File: config.mk
export PLATFORM = sky130hd
export DESIGN_NAME = etherneco_synctimer_trigger_flat
export DESIGN_NICKNAME = d
export VERILOG_FILES = /design/src/rtl/etherneco_synctimer_trigger_if.sv /design/src/rtl/etherneco_synctimer_trigger.sv /design/src/flat_wrapper.sv
export SDC_FILE = /design/constraint.sdc
export NUM_CORES = 2
export LEC_CHECK = 0
export BUFFER_PORTS_ARGS = -buffer_cell sky130_fd_sc_hd__buf_2
export CORE_AREA = 2 2 326 570
export CTS_CLUSTER_DIAMETER = 150
export CTS_CLUSTER_SIZE = 25
export DETAILED_ROUTE_END_ITERATION = 6
export DIE_AREA = 0 0 328 572
export GPL_TIMING_DRIVEN = 0
export PLACE_DENSITY_LB_ADDON = 0.1
export SLEW_MARGIN = 40
export SYNTH_ARGS = -nofsm -noshare
export SYNTH_HDL_FRONTEND = slang
export SYNTH_SLANG_ARGS = --single-unit
export TNS_END_PERCENT = 10
File: constraint.sdc
create_clock -name clk -period 5.2 [get_ports clk]
set_clock_uncertainty 0.05 [all_clocks]
set_input_delay 1.56 -clock clk [delete_from_list [all_inputs] [get_ports clk]]
set_output_delay 1.56 -clock clk [all_outputs]
set_load 0.03 [all_outputs]
File: src/rtl/etherneco_synctimer_trigger_if.sv
// Wishbone slave bus bundle for the sync-timer trigger unit.
//   s_wb_adr_i : word address
//   s_wb_dat_i : write data
//   s_wb_sel_i : byte selects for writes
//   s_wb_we_i  : write enable
//   s_wb_stb_i : strobe (one access per strobed cycle)
//   s_wb_dat_o : read data, combinational from the address
//   s_wb_ack_o : acknowledge, zero-wait (follows strobe)
interface etherneco_synctimer_trigger_if #(
  parameter int WB_ADR_WIDTH = 16,
  parameter int WB_DAT_WIDTH = 32,
  parameter int WB_SEL_WIDTH = WB_DAT_WIDTH/8
);
  logic [WB_ADR_WIDTH-1:0] s_wb_adr_i;
  logic [WB_DAT_WIDTH-1:0] s_wb_dat_i;
  logic [WB_DAT_WIDTH-1:0] s_wb_dat_o;
  logic [WB_SEL_WIDTH-1:0] s_wb_sel_i;
  logic                    s_wb_we_i;
  logic                    s_wb_stb_i;
  logic                    s_wb_ack_o;

  modport master (
    output s_wb_adr_i, s_wb_dat_i, s_wb_sel_i, s_wb_we_i, s_wb_stb_i,
    input  s_wb_dat_o, s_wb_ack_o
  );

  modport slave (
    input  s_wb_adr_i, s_wb_dat_i, s_wb_sel_i, s_wb_we_i, s_wb_stb_i,
    output s_wb_dat_o, s_wb_ack_o
  );
endinterface

File: src/rtl/etherneco_synctimer_trigger.sv
// Multi-channel time-compare / trigger unit on the synchronised slave timer.
// Each channel compares current_time with a 64-bit target and emits a
// one-cycle trigger pulse, one-shot or periodic, with a sticky fired flag,
// a fire counter and a level interrupt.
// Ports:
//   clk          : system clock
//   rst          : synchronous active-high reset
//   s_wb         : Wishbone slave bus (zero-wait, ack = stb)
//   current_time : synchronised time from the slave timer core
//   trig         : per-channel one-cycle trigger pulse (registered)
//   irq          : level interrupt, |(fired & irq_en), registered
module etherneco_synctimer_trigger #(
  parameter int          NUM_CH       = 4,
  parameter int          TIMER_WIDTH  = 64,
  parameter int          WB_ADR_WIDTH = 16,
  parameter int          WB_DAT_WIDTH = 32,
  parameter int          WB_SEL_WIDTH = WB_DAT_WIDTH/8,
  parameter logic [31:0] CORE_ID      = 32'hffff1123
) (
  input  logic                        clk,
  input  logic                        rst,
  etherneco_synctimer_trigger_if.slave s_wb,
  input  logic [TIMER_WIDTH-1:0]      current_time,
  output logic [NUM_CH-1:0]           trig,
  output logic                        irq
);

  localparam int HI_W = TIMER_WIDTH - 32;

  localparam logic [WB_ADR_WIDTH-1:0] A_CORE_ID = WB_ADR_WIDTH'(16'h00);
  localparam logic [WB_ADR_WIDTH-1:0] A_CONFIG  = WB_ADR_WIDTH'(16'h01);
  localparam logic [WB_ADR_WIDTH-1:0] A_TIME_LO = WB_ADR_WIDTH'(16'h08);
  localparam logic [WB_ADR_WIDTH-1:0] A_TIME_HI = WB_ADR_WIDTH'(16'h09);

  logic [WB_ADR_WIDTH-1:0] w_adr;
  logic [WB_DAT_WIDTH-1:0] w_dat_i;
  logic [WB_SEL_WIDTH-1:0] w_sel;
  logic                    w_wr;
  logic                    w_rd;
  logic                    w_ch_region;
  logic [2:0]              w_ch;
  logic [2:0]              w_off;
  logic [WB_DAT_WIDTH-1:0] w_rdata;
  logic [NUM_CH-1:0]       w_hit;
  logic [TIMER_WIDTH-1:0]  w_diff;

  logic [NUM_CH-1:0]       r_enable;
  logic [NUM_CH-1:0]       r_periodic;
  logic [NUM_CH-1:0]       r_irq_en;
  logic [NUM_CH-1:0]       r_fired;
  logic [NUM_CH-1:0]       r_trig;
  logic [TIMER_WIDTH-1:0]  r_cmp       [NUM_CH];
  logic [TIMER_WIDTH-1:0]  r_per       [NUM_CH];
  logic [31:0]             r_cmp_stage [NUM_CH];
  logic [31:0]             r_per_stage [NUM_CH];
  logic [31:0]             r_fire_cnt  [NUM_CH];
  logic [HI_W-1:0]         r_time_snap;
  logic                    r_irq;

  function automatic logic [31:0] f_merge(input logic [31:0]             old,
                                          input logic [31:0]             dat,
                                          input logic [WB_SEL_WIDTH-1:0] sel);
    logic [31:0] m;
    m = old;
    for (int unsigned b = 0; b < 4; b++) begin
      if (sel[b]) m[8*b +: 8] = dat[8*b +: 8];
    end
    return m;
  endfunction

  function automatic logic [HI_W-1:0] f_merge_hi(input logic [HI_W-1:0]         old,
                                                 input logic [31:0]             dat,
                                                 input logic [WB_SEL_WIDTH-1:0] sel);
    logic [31:0] m;
    m = f_merge(32'(old), dat, sel);
    return m[HI_W-1:0];
  endfunction

  assign w_adr       = s_wb.s_wb_adr_i;
  assign w_dat_i     = s_wb.s_wb_dat_i;
  assign w_sel       = s_wb.s_wb_sel_i;
  assign w_wr        = s_wb.s_wb_stb_i &  s_wb.s_wb_we_i;
  assign w_rd        = s_wb.s_wb_stb_i & ~s_wb.s_wb_we_i;
  // Channel window 0x40..0x7F: eight words per channel.
  assign w_ch_region = (w_adr[WB_ADR_WIDTH-1:6] == (WB_ADR_WIDTH-6)'(1));
  assign w_ch        = w_adr[5:3];
  assign w_off       = w_adr[2:0];

  assign s_wb.s_wb_ack_o = s_wb.s_wb_stb_i;
  assign s_wb.s_wb_dat_o = w_rdata;
  assign trig            = r_trig;
  assign irq             = r_irq;

  // Wrap-safe compare: fire once the signed distance current_time - cmp is >= 0.
  always_comb begin
    w_hit  = '0;
    w_diff = '0;
    for (int unsigned i = 0; i < NUM_CH; i++) begin
      w_diff   = current_time - r_cmp[i];
      w_hit[i] = r_enable[i] & ~w_diff[TIMER_WIDTH-1];
    end
  end

  always_comb begin
    w_rdata = '0;
    if (w_adr == A_CORE_ID) begin
      w_rdata = CORE_ID;
    end else if (w_adr == A_CONFIG) begin
      w_rdata = {16'd0, 8'(TIMER_WIDTH), 8'(NUM_CH)};
    end else if (w_adr == A_TIME_LO) begin
      w_rdata = current_time[31:0];
    end else if (w_adr == A_TIME_HI) begin
      w_rdata = 32'(r_time_snap);
    end else if (w_ch_region) begin
      for (int unsigned i = 0; i < NUM_CH; i++) begin
        if (w_ch == 3'(i)) begin
          case (w_off)
            3'd0:    w_rdata = {29'd0, r_irq_en[i], r_periodic[i], r_enable[i]};
            3'd1:    w_rdata = r_cmp[i][31:0];
            3'd2:    w_rdata = 32'(r_cmp[i][TIMER_WIDTH-1:32]);
            3'd3:    w_rdata = r_per[i][31:0];
            3'd4:    w_rdata = 32'(r_per[i][TIMER_WIDTH-1:32]);
            3'd5:    w_rdata = {31'd0, r_fired[i]};
            3'd6:    w_rdata = r_fire_cnt[i];
            default: w_rdata = '0;
          endcase
        end
      end
    end
  end

  always_ff @(posedge clk) begin
    if (rst) begin
      r_enable    <= '0;
      r_periodic  <= '0;
      r_irq_en    <= '0;
      r_fired     <= '0;
      r_trig      <= '0;
      r_irq       <= 1'b0;
      r_time_snap <= '0;
      for (int unsigned i = 0; i < NUM_CH; i++) begin
        r_cmp[i]       <= '0;
        r_per[i]       <= '0;
        r_cmp_stage[i] <= '0;
        r_per_stage[i] <= '0;
        r_fire_cnt[i]  <= '0;
      end
    end else begin
      r_trig <= w_hit;
      r_irq  <= |(r_fired & r_irq_en);

      // Reading the low time word freezes the upper bits for the following high read.
      if (w_rd && (w_adr == A_TIME_LO)) r_time_snap <= current_time[TIMER_WIDTH-1:32];

      for (int unsigned i = 0; i < NUM_CH; i++) begin
        // Fire side effects are assigned first so a same-cycle bus write to
        // CTRL or CMP_HI overrides them; the STATUS clear is suppressed instead.
        if (w_hit[i]) begin
          r_fired[i]    <= 1'b1;
          r_fire_cnt[i] <= r_fire_cnt[i] + 32'd1;
          if (r_periodic[i] && (r_per[i] != '0)) r_cmp[i]    <= r_cmp[i] + r_per[i];
          else                                    r_enable[i] <= 1'b0;
        end

        if (w_wr && w_ch_region && (w_ch == 3'(i))) begin
          case (w_off)
            3'd0: begin
              if (w_sel[0]) begin
                r_enable[i]   <= w_dat_i[0];
                r_periodic[i] <= w_dat_i[1];
                r_irq_en[i]   <= w_dat_i[2];
              end
            end
            3'd1: r_cmp_stage[i] <= f_merge(r_cmp_stage[i], w_dat_i, w_sel);
            3'd2: r_cmp[i] <= {f_merge_hi(r_cmp[i][TIMER_WIDTH-1:32], w_dat_i, w_sel),
                               r_cmp_stage[i]};
            3'd3: r_per_stage[i] <= f_merge(r_per_stage[i], w_dat_i, w_sel);
            3'd4: r_per[i] <= {f_merge_hi(r_per[i][TIMER_WIDTH-1:32], w_dat_i, w_sel),
                               r_per_stage[i]};
            3'd5: begin
              if (w_sel[0] && w_dat_i[0] && !w_hit[i]) r_fired[i] <= 1'b0;
            end
            default: ;
          endcase
        end
      end
    end
  end

endmodule
File: src/flat_wrapper.sv
// flat-port wrapper written by rule: the top's interface ports become plain ports
module etherneco_synctimer_trigger_flat 
#(
  parameter int          NUM_CH       = 4,
  parameter int          TIMER_WIDTH  = 64,
  parameter int          WB_ADR_WIDTH = 16,
  parameter int          WB_DAT_WIDTH = 32,
  parameter int          WB_SEL_WIDTH = WB_DAT_WIDTH/8,
  parameter logic [31:0] CORE_ID      = 32'hffff1123
)
  (clk, rst, current_time, trig, irq, s_wb_s_wb_adr_i, s_wb_s_wb_dat_i, s_wb_s_wb_sel_i, s_wb_s_wb_we_i, s_wb_s_wb_stb_i, s_wb_s_wb_dat_o, s_wb_s_wb_ack_o);
  etherneco_synctimer_trigger_if #(.WB_ADR_WIDTH(WB_ADR_WIDTH), .WB_DAT_WIDTH(WB_DAT_WIDTH), .WB_SEL_WIDTH(WB_SEL_WIDTH)) s_wb_i ();
  input  logic clk;
  input  logic rst;
  input  logic [TIMER_WIDTH-1:0] current_time;
  output logic [NUM_CH-1:0] trig;
  output logic irq;
  input wire logic [$bits(s_wb_i.s_wb_adr_i)-1:0] s_wb_s_wb_adr_i;
  input wire logic [$bits(s_wb_i.s_wb_dat_i)-1:0] s_wb_s_wb_dat_i;
  input wire logic [$bits(s_wb_i.s_wb_sel_i)-1:0] s_wb_s_wb_sel_i;
  input wire logic [$bits(s_wb_i.s_wb_we_i)-1:0] s_wb_s_wb_we_i;
  input wire logic [$bits(s_wb_i.s_wb_stb_i)-1:0] s_wb_s_wb_stb_i;
  output wire logic [$bits(s_wb_i.s_wb_dat_o)-1:0] s_wb_s_wb_dat_o;
  output wire logic [$bits(s_wb_i.s_wb_ack_o)-1:0] s_wb_s_wb_ack_o;
  assign s_wb_i.s_wb_adr_i = s_wb_s_wb_adr_i;
  assign s_wb_i.s_wb_dat_i = s_wb_s_wb_dat_i;
  assign s_wb_i.s_wb_sel_i = s_wb_s_wb_sel_i;
  assign s_wb_i.s_wb_we_i = s_wb_s_wb_we_i;
  assign s_wb_i.s_wb_stb_i = s_wb_s_wb_stb_i;
  assign s_wb_s_wb_dat_o = s_wb_i.s_wb_dat_o;
  assign s_wb_s_wb_ack_o = s_wb_i.s_wb_ack_o;
  etherneco_synctimer_trigger #(.NUM_CH(NUM_CH), .TIMER_WIDTH(TIMER_WIDTH), .WB_ADR_WIDTH(WB_ADR_WIDTH), .WB_DAT_WIDTH(WB_DAT_WIDTH), .WB_SEL_WIDTH(WB_SEL_WIDTH), .CORE_ID(CORE_ID)) u_core (.clk(clk), .rst(rst), .s_wb(s_wb_i), .current_time(current_time), .trig(trig), .irq(irq));
endmodule
---- Word-level counts from Yosys, hierarchy flattened ----
Memory sizes are Yosys's and may differ from the RTL's.
Index checks and enable logic that the tools add are counted.
cells by class
  add/subtract/negate cells ............... 12
  eq/ne operators ......................... 13
  muxes and demuxes ....................... 411
  bitwise operators ....................... 36
  reductions and logical operators ........ 31
operators with widths
  cell                   count
  $mux 8                 256
  $pmux 32 s7            4
  $mux 64                12
  $mux 32                21
  $add 64x64->64         4
  $reduce_bool 64->1     4
  $sub 64x64->64         4
  $add 32x1->32 const B  4
  $mux 1                 118
  $eq 16x4->1 const B    2
  $or 1x1->1             24
  $eq 16x1->1 const B    1
  $logic_not 16->1       1
  $logic_and 1x1->1      15
  $eq 3x2->1 const B     4
  $reduce_and 3->1       4
  $eq 10x1->1 const B    1
  $eq 3x3->1 const B     3
  $and 1x1->1            6
  $eq 3x1->1 const B     2
  $logic_not 3->1        2
  $not 1->1              5
  $and 4x4->4            1
  $logic_not 1->1        4
  $reduce_or 4->1        1
storage, ports and cells
  bits in registers ....................... 53
  memory bits (writable) .................. 896
  input port bits ......................... 120
  memories ................................ 5
memory list
  name                words  width  rd ports  clocked after Yosys merged registers in  wr ports  line                               RTL
  u_core.r_cmp        4      64     4         0                                        4         etherneco_synctimer_trigger.sv:52  logic [TIMER_WIDTH-1:0] r_cmp [NUM_CH];
  u_core.r_per        4      64     4         0                                        4         etherneco_synctimer_trigger.sv:53  logic [TIMER_WIDTH-1:0] r_per [NUM_CH];
  u_core.r_cmp_stage  4      32     4         0                                        4         etherneco_synctimer_trigger.sv:54  logic [31:0] r_cmp_stage [NUM_CH];
  u_core.r_fire_cnt   4      32     4         0                                        4         etherneco_synctimer_trigger.sv:56  logic [31:0] r_fire_cnt [NUM_CH];
  u_core.r_per_stage  4      32     4         0                                        4         etherneco_synctimer_trigger.sv:55  logic [31:0] r_per_stage [NUM_CH];

---- Longest topological paths before layout ----
  depth in word-level cells ............... 11
  gate-level depth with buffers ........... 16

---- Least setup slack after synthesis ----
OpenSTA, ideal clock, no wires.
  kind .................................... input to output
  from .................................... in s_wb_s_wb_adr_i[2]
  to ...................................... out s_wb_s_wb_dat_o[6]
  arrival ................................. 4.258 ns
  data required time ...................... 3.590 ns
  setup slack ............................. -0.668 ns
  stages on the path ...................... 9
  cells stage by stage .................... clkbuf_1 > nor2b_1 > clkbuf_1 > and2_1 > clkbuf_1 > clkbuf_1 > buf_1 > a221oi_1 > o41ai_1
on the way
  word-level cells in the longest chain between the ends .. 11
  elaborated cells on any way between the ends .. 24
RTL lines
  item                                line                                RTL
  start: declaration                  flat_wrapper.sv:18                  input wire logic [$bits(s_wb_i.s_wb_adr_i)-1:0] s_wb_s_wb_adr_i;
  $eq 3x3->1 (tied with other cells)  etherneco_synctimer_trigger.sv:117  case (w_off)
  $pmux 32 s7                         etherneco_synctimer_trigger.sv:117
  $mux 32 (4 in a row)                etherneco_synctimer_trigger.sv:116  if (w_ch == 3'(i)) begin
  $mux 32                             etherneco_synctimer_trigger.sv:114  end else if (w_ch_region) begin
  $mux 32                             etherneco_synctimer_trigger.sv:112  end else if (w_adr == A_TIME_HI) begin
  $mux 32                             etherneco_synctimer_trigger.sv:110  end else if (w_adr == A_TIME_LO) begin
  $mux 32                             etherneco_synctimer_trigger.sv:108  end else if (w_adr == A_CONFIG) begin
  $mux 32 (*)                         etherneco_synctimer_trigger.sv:106  if (w_adr == A_CORE_ID) begin
  end: declaration                    flat_wrapper.sv:23                  output wire logic [$bits(s_wb_i.s_wb_dat_o)-1:0] s_wb_s_wb_dat_o;
Every way passes the cells marked *; elsewhere a longest branch is shown, timed or not.

---- Worst setup path after layout ----
  from .................................... in s_wb_s_wb_adr_i[4]
  to ...................................... out s_wb_s_wb_dat_o[16]
on the way
  word-level cells in the longest chain between the ends .. 10
  elaborated cells on any way between the ends .. 17
RTL lines
  item                  line
  $logic_not 3->1       etherneco_synctimer_trigger.sv:116
  $mux 32 (4 in a row)  etherneco_synctimer_trigger.sv:116
  $mux 32               etherneco_synctimer_trigger.sv:114
  $mux 32               etherneco_synctimer_trigger.sv:112
  $mux 32               etherneco_synctimer_trigger.sv:110
  $mux 32               etherneco_synctimer_trigger.sv:108
  $mux 32 (*)           etherneco_synctimer_trigger.sv:106
Marks and branches as above.

==> impl_metrics.sql <==
INSERT INTO impl_metrics (metric_group, metric, value, unit) VALUES
('outcome', 'status', 'complete, but fails checks', ''),
('outcome', 'violations', 'setup timing', ''),
('setup_path', 'setup.worst_path.start_class', 'primary input', ''),
('yosys', 'synthArstFlopShare', '0', '%'),
('yosys', 'synth-adder-area-share', '10.0', '%'),
('power', 'seqPwrFrac', '52.5', '%'),
('drt', 'post-route-drc-count', '0', ''),
('yosys', 'post-synth-top-count-cell', 'sky130_fd_sc_hd__edfxtp_1', ''),
('placement', 'postPlaceCellArea', '69500', 'um2'),
('yosys', 'synth_warnings', '0', ''),
('drt', 'first_iter_violations', '7612', ''),
('yosys', 'area_fraction_in_and_or_nand_and_nor_cells_after_synthesis', '16.8', '%'),
('yosys', 'post_synthesis_sequential_area_ratio', '43.8', '%'),
('drt', 'route.antenna.remaining_nets', '0', ''),
('yosys', 'synth.distinct_cells', '100', ''),
('global_route', 'grt_max_degree', '33', ''),
('setup_path', 'crit_slowest_cell', 'sky130_fd_sc_hd__a221oi_4', ''),
('drt', 'dr_total_vias', '60585', ''),
('setup_path', 'worst-endpoint-required', '3590', 'ps'),
('cells_and_area', 'nNetsFinal', '7520', ''),
('yosys', 'synth_top_family_by_area', 'compound AO/OA/AOI/OAI gates', ''),
('setup_path', 'timing.critical_path.fanout_max', '6', ''),
('yosys', 'netlist_area', '63800', 'um2'),
('die', 'chipHeight', '572', 'um'),
('power', 'total_power_divided_by_cell_area', '233', 'nW/um2'),
('worst_hold_path', 'hp-class', 'reg2reg', ''),
('yosys', 'cell_count_after_synthesis', '6556', ''),
('cells_and_area', 'synthToLayoutAreaGrowth', '16.5', '%'),
('cells_and_area', 'n_fill_cell', '18285', ''),
('yosys', 'post_synthesis_compound_gate_area_fraction', '19.9', '%'),
('power', 'cellLeakagePower', '0.0284', 'uW'),
('yosys', 'synth.mux.area_fraction', '0.341', '%'),
('die', 'die-area', '188000', 'um2'),
('drt', 'drt-total-wl', '407', 'mm'),
('worst_hold_path', 'min_from', 'u_core.r_time_snap[5]$_SDFFE_PP0P_', ''),
('setup_path', 'reg2reg_from', 'u_core.r_per[0][0]$_SDFFCE_PN0P_', ''),
('sta', 'final_max_tran_viols', '0', ''),
('clock_network', 'cts.clk_slew.worst_paths', '130', 'ps'),
('flow_run', 'cap_violations', '0', ''),
('setup_path', 'worstRegToRegCells', '15', ''),
('sta', 'final.hold.worst_slack', '417', 'ps'),
('global_route', 'first_pass_grt_wire_length', '525', 'mm'),
('setup_path', 'worst-r2r-setup-slack', '150', 'ps'),
('setup_path', 'worstReg2RegEnd', 'u_core.r_cmp[0][56]$_SDFFCE_PN0P_', ''),
('clock_network', 'tritoncts_num_sinks', '949', ''),
('power', 'power_consumption', '17400', 'uW'),
('clock_network', 'clock_insertion_delay_worst_skew', '750', 'ps'),
('placement', 'dp_hpwl', '318', 'mm'),
('sta', 'final.setup.worst_slack', '-472', 'ps'),
('sta', 'final-setup-viol-count', '62', ''),
('sta', 'slew_headroom', '37.2', '%'),
('placement', 'buffer_ports.inserted', '149', ''),
('yosys', 'post_synth_xor_xnor_area', '4.95', '%'),
('clock_network', 'clockRootBuffer', 'sky130_fd_sc_hd__clkbuf_16', ''),
('setup_path', 'criticalPathCategory', 'in2out', ''),
('setup_path', 'timing.critical_path.cells', 'buf_12 -> clkbuf_16 -> nor2_4 -> and2_4 -> clkbuf_16 -> buf_8 -> o211ai_1 -> a221oi_4 -> a31oi_4 -> o211ai_1 -> nand2_1 -> buf_6', ''),
('yosys', 'netlist.top_cell.by_area', 'sky130_fd_sc_hd__edfxtp_1', ''),
('yosys', 'synth_top_area_share', '42.1', '%'),
('global_route', 'gr-total-overflow', '0', ''),
('clock_network', 'cts_inserted_buffers', '43', ''),
('die', 'start_util', '34.9', '%'),
('global_route', 'number_of_global_route_vias_before_repair', '57019', ''),
('clock_network', 'htree_num_levels', '2', ''),
('clock_network', 'clk_path_buf_depth', '3', ''),
('sta', 'rsz0062_at_grt', 'yes', ''),
('sta', 'max_slew.worst_pin.slew', '941', 'ps'),
('worst_hold_path', 'timing.hold.worst_endpoint', 'u_core.r_time_snap[5]$_SDFFE_PP0P_', ''),
('clock_network', 'tritoncts', 'done', ''),
('sta', 'max_freq', '0.176', 'GHz'),
('power', 'p_int', '11400', 'uW'),
('die', 'rows', '208', '');
placed cells by master (no fill, tap or decap), drive strengths merged, types with 48 or more instances in the layout:
| master | n |
|---|---|
| a21o | 231 |
| a21oi | 511 |
| a221oi | 98 |
| a22o | 61 |
| a22oi | 171 |
| a31oi | 73 |
| and2 | 541 |
| and3 | 53 |
| buf | 332 |
| clkbuf | 400 |
| dfxtp | 53 |
| diode | 98 |
| edfxtp | 896 |
| ha | 504 |
| inv | 348 |
| nand2 | 622 |
| nand2b | 52 |
| nand3 | 140 |
| nand4 | 126 |
| nor2 | 348 |
| nor3 | 61 |
| nor4 | 76 |
| o211ai | 60 |
| o21ai | 258 |
| o21bai | 48 |
| o31ai | 136 |
| xnor2 | 166 |
| xor2 | 195 |
metal layers:
layer	track usage [%]	wire length, um	vias up
met1	45.5	138000	29998
met4	43.3	48000	26
met3	8.78	33800	1410
met2	67.4	187000	4073
met5	0	193	-
li1	-	-	25078
state kept, by name, indices dropped and copies added (netlist names), 32 cells and up:
name	count
u_core.r_cmp_stage	128
u_core.r_cmp	256
u_core.r_time_snap	32
u_core.r_fire_cnt	128
u_core.r_per_stage	128
u_core.r_per	256
power groups by stage:
stage	clock (uW)	combinational, uW	sequential, uW
2_1_floorplan	0	1770	8940
3_3_place_gp	0	3230	9260
3_5_place_dp	0	3360	9260
4_1_cts	4540	3550	9090
5_1_grt	4690	3840	9100
6_report	4520	3720	9120
critical path: cells and delay by family:
| family | cells | cell delay, ps |
|---|---|---|
| compound gates | 4 | 1290 |
| buf+inv | 5 | 720 |
| simple gates | 3 | 480 |
logic make-up after synthesis:
| kind of cell | count (synthesis) |
|---|---|
| flops | 949 |
| compound gates | 1881 |
| mux | 19 |
| buf+inv | 711 |
| fa+ha+maj | 508 |
| simple gates | 2127 |
| xor+xnor | 361 |
stage by stage:
| step | setup WS [ps] | util, % | TNS (ps) |
|---|---|---|---|
| final | -472 | 40.7 | -9160 |
| after global routing | -369 | 40.6 | -7300 |
| after CTS | -407 | 40.1 | -13720 |
| after detailed placement | -2630 | 38.0 | -1388280 |
| after global placement | -4310 | 37.0 | -3042030 |
| after floorplan | -141 | - | -1630 |
worst max-delay path by stage:
| stage | endpoint | cells after the start | slack, ps | startpoint |
|---|---|---|---|---|
| after floorplan | s_wb_s_wb_dat_o[13] | 10 | -140 | s_wb_s_wb_adr_i[2] |
| after global placement | s_wb_s_wb_dat_o[25] | 12 | -4310 | s_wb_s_wb_adr_i[0] |
| after detailed placement | s_wb_s_wb_dat_o[14] | 13 | -2630 | s_wb_s_wb_adr_i[0] |
| after CTS | s_wb_s_wb_dat_o[14] | 12 | -410 | s_wb_s_wb_adr_i[0] |
| after global routing | s_wb_s_wb_dat_o[16] | 12 | -370 | s_wb_s_wb_adr_i[4] |
| final | s_wb_s_wb_dat_o[16] | 12 | -470 | s_wb_s_wb_adr_i[4] |
what timing repair did:
item | in CTS | in global routing
endpoints found under the setup margin | 834 | 282
pin swaps | 81 | 59
buffers inserted | 52 | 24
hold endpoints to repair | 0 | 0
gates resized for setup | 493 | 126
cloned | 1 | 2
final cells by class:
cell class	instances	area, um2	share of cell area, %
multi-input combinational	4896	35200	47.3
tap	2415	3020	4.06
clock buffer	79	1250	1.69
antenna	98	245	0.330
buffer	352	2420	3.25
inverter	349	1330	1.78
sequential	949	28000	37.6
timing repair buffer	301	2990	4.02
Power figures use the tool's default switching activity.
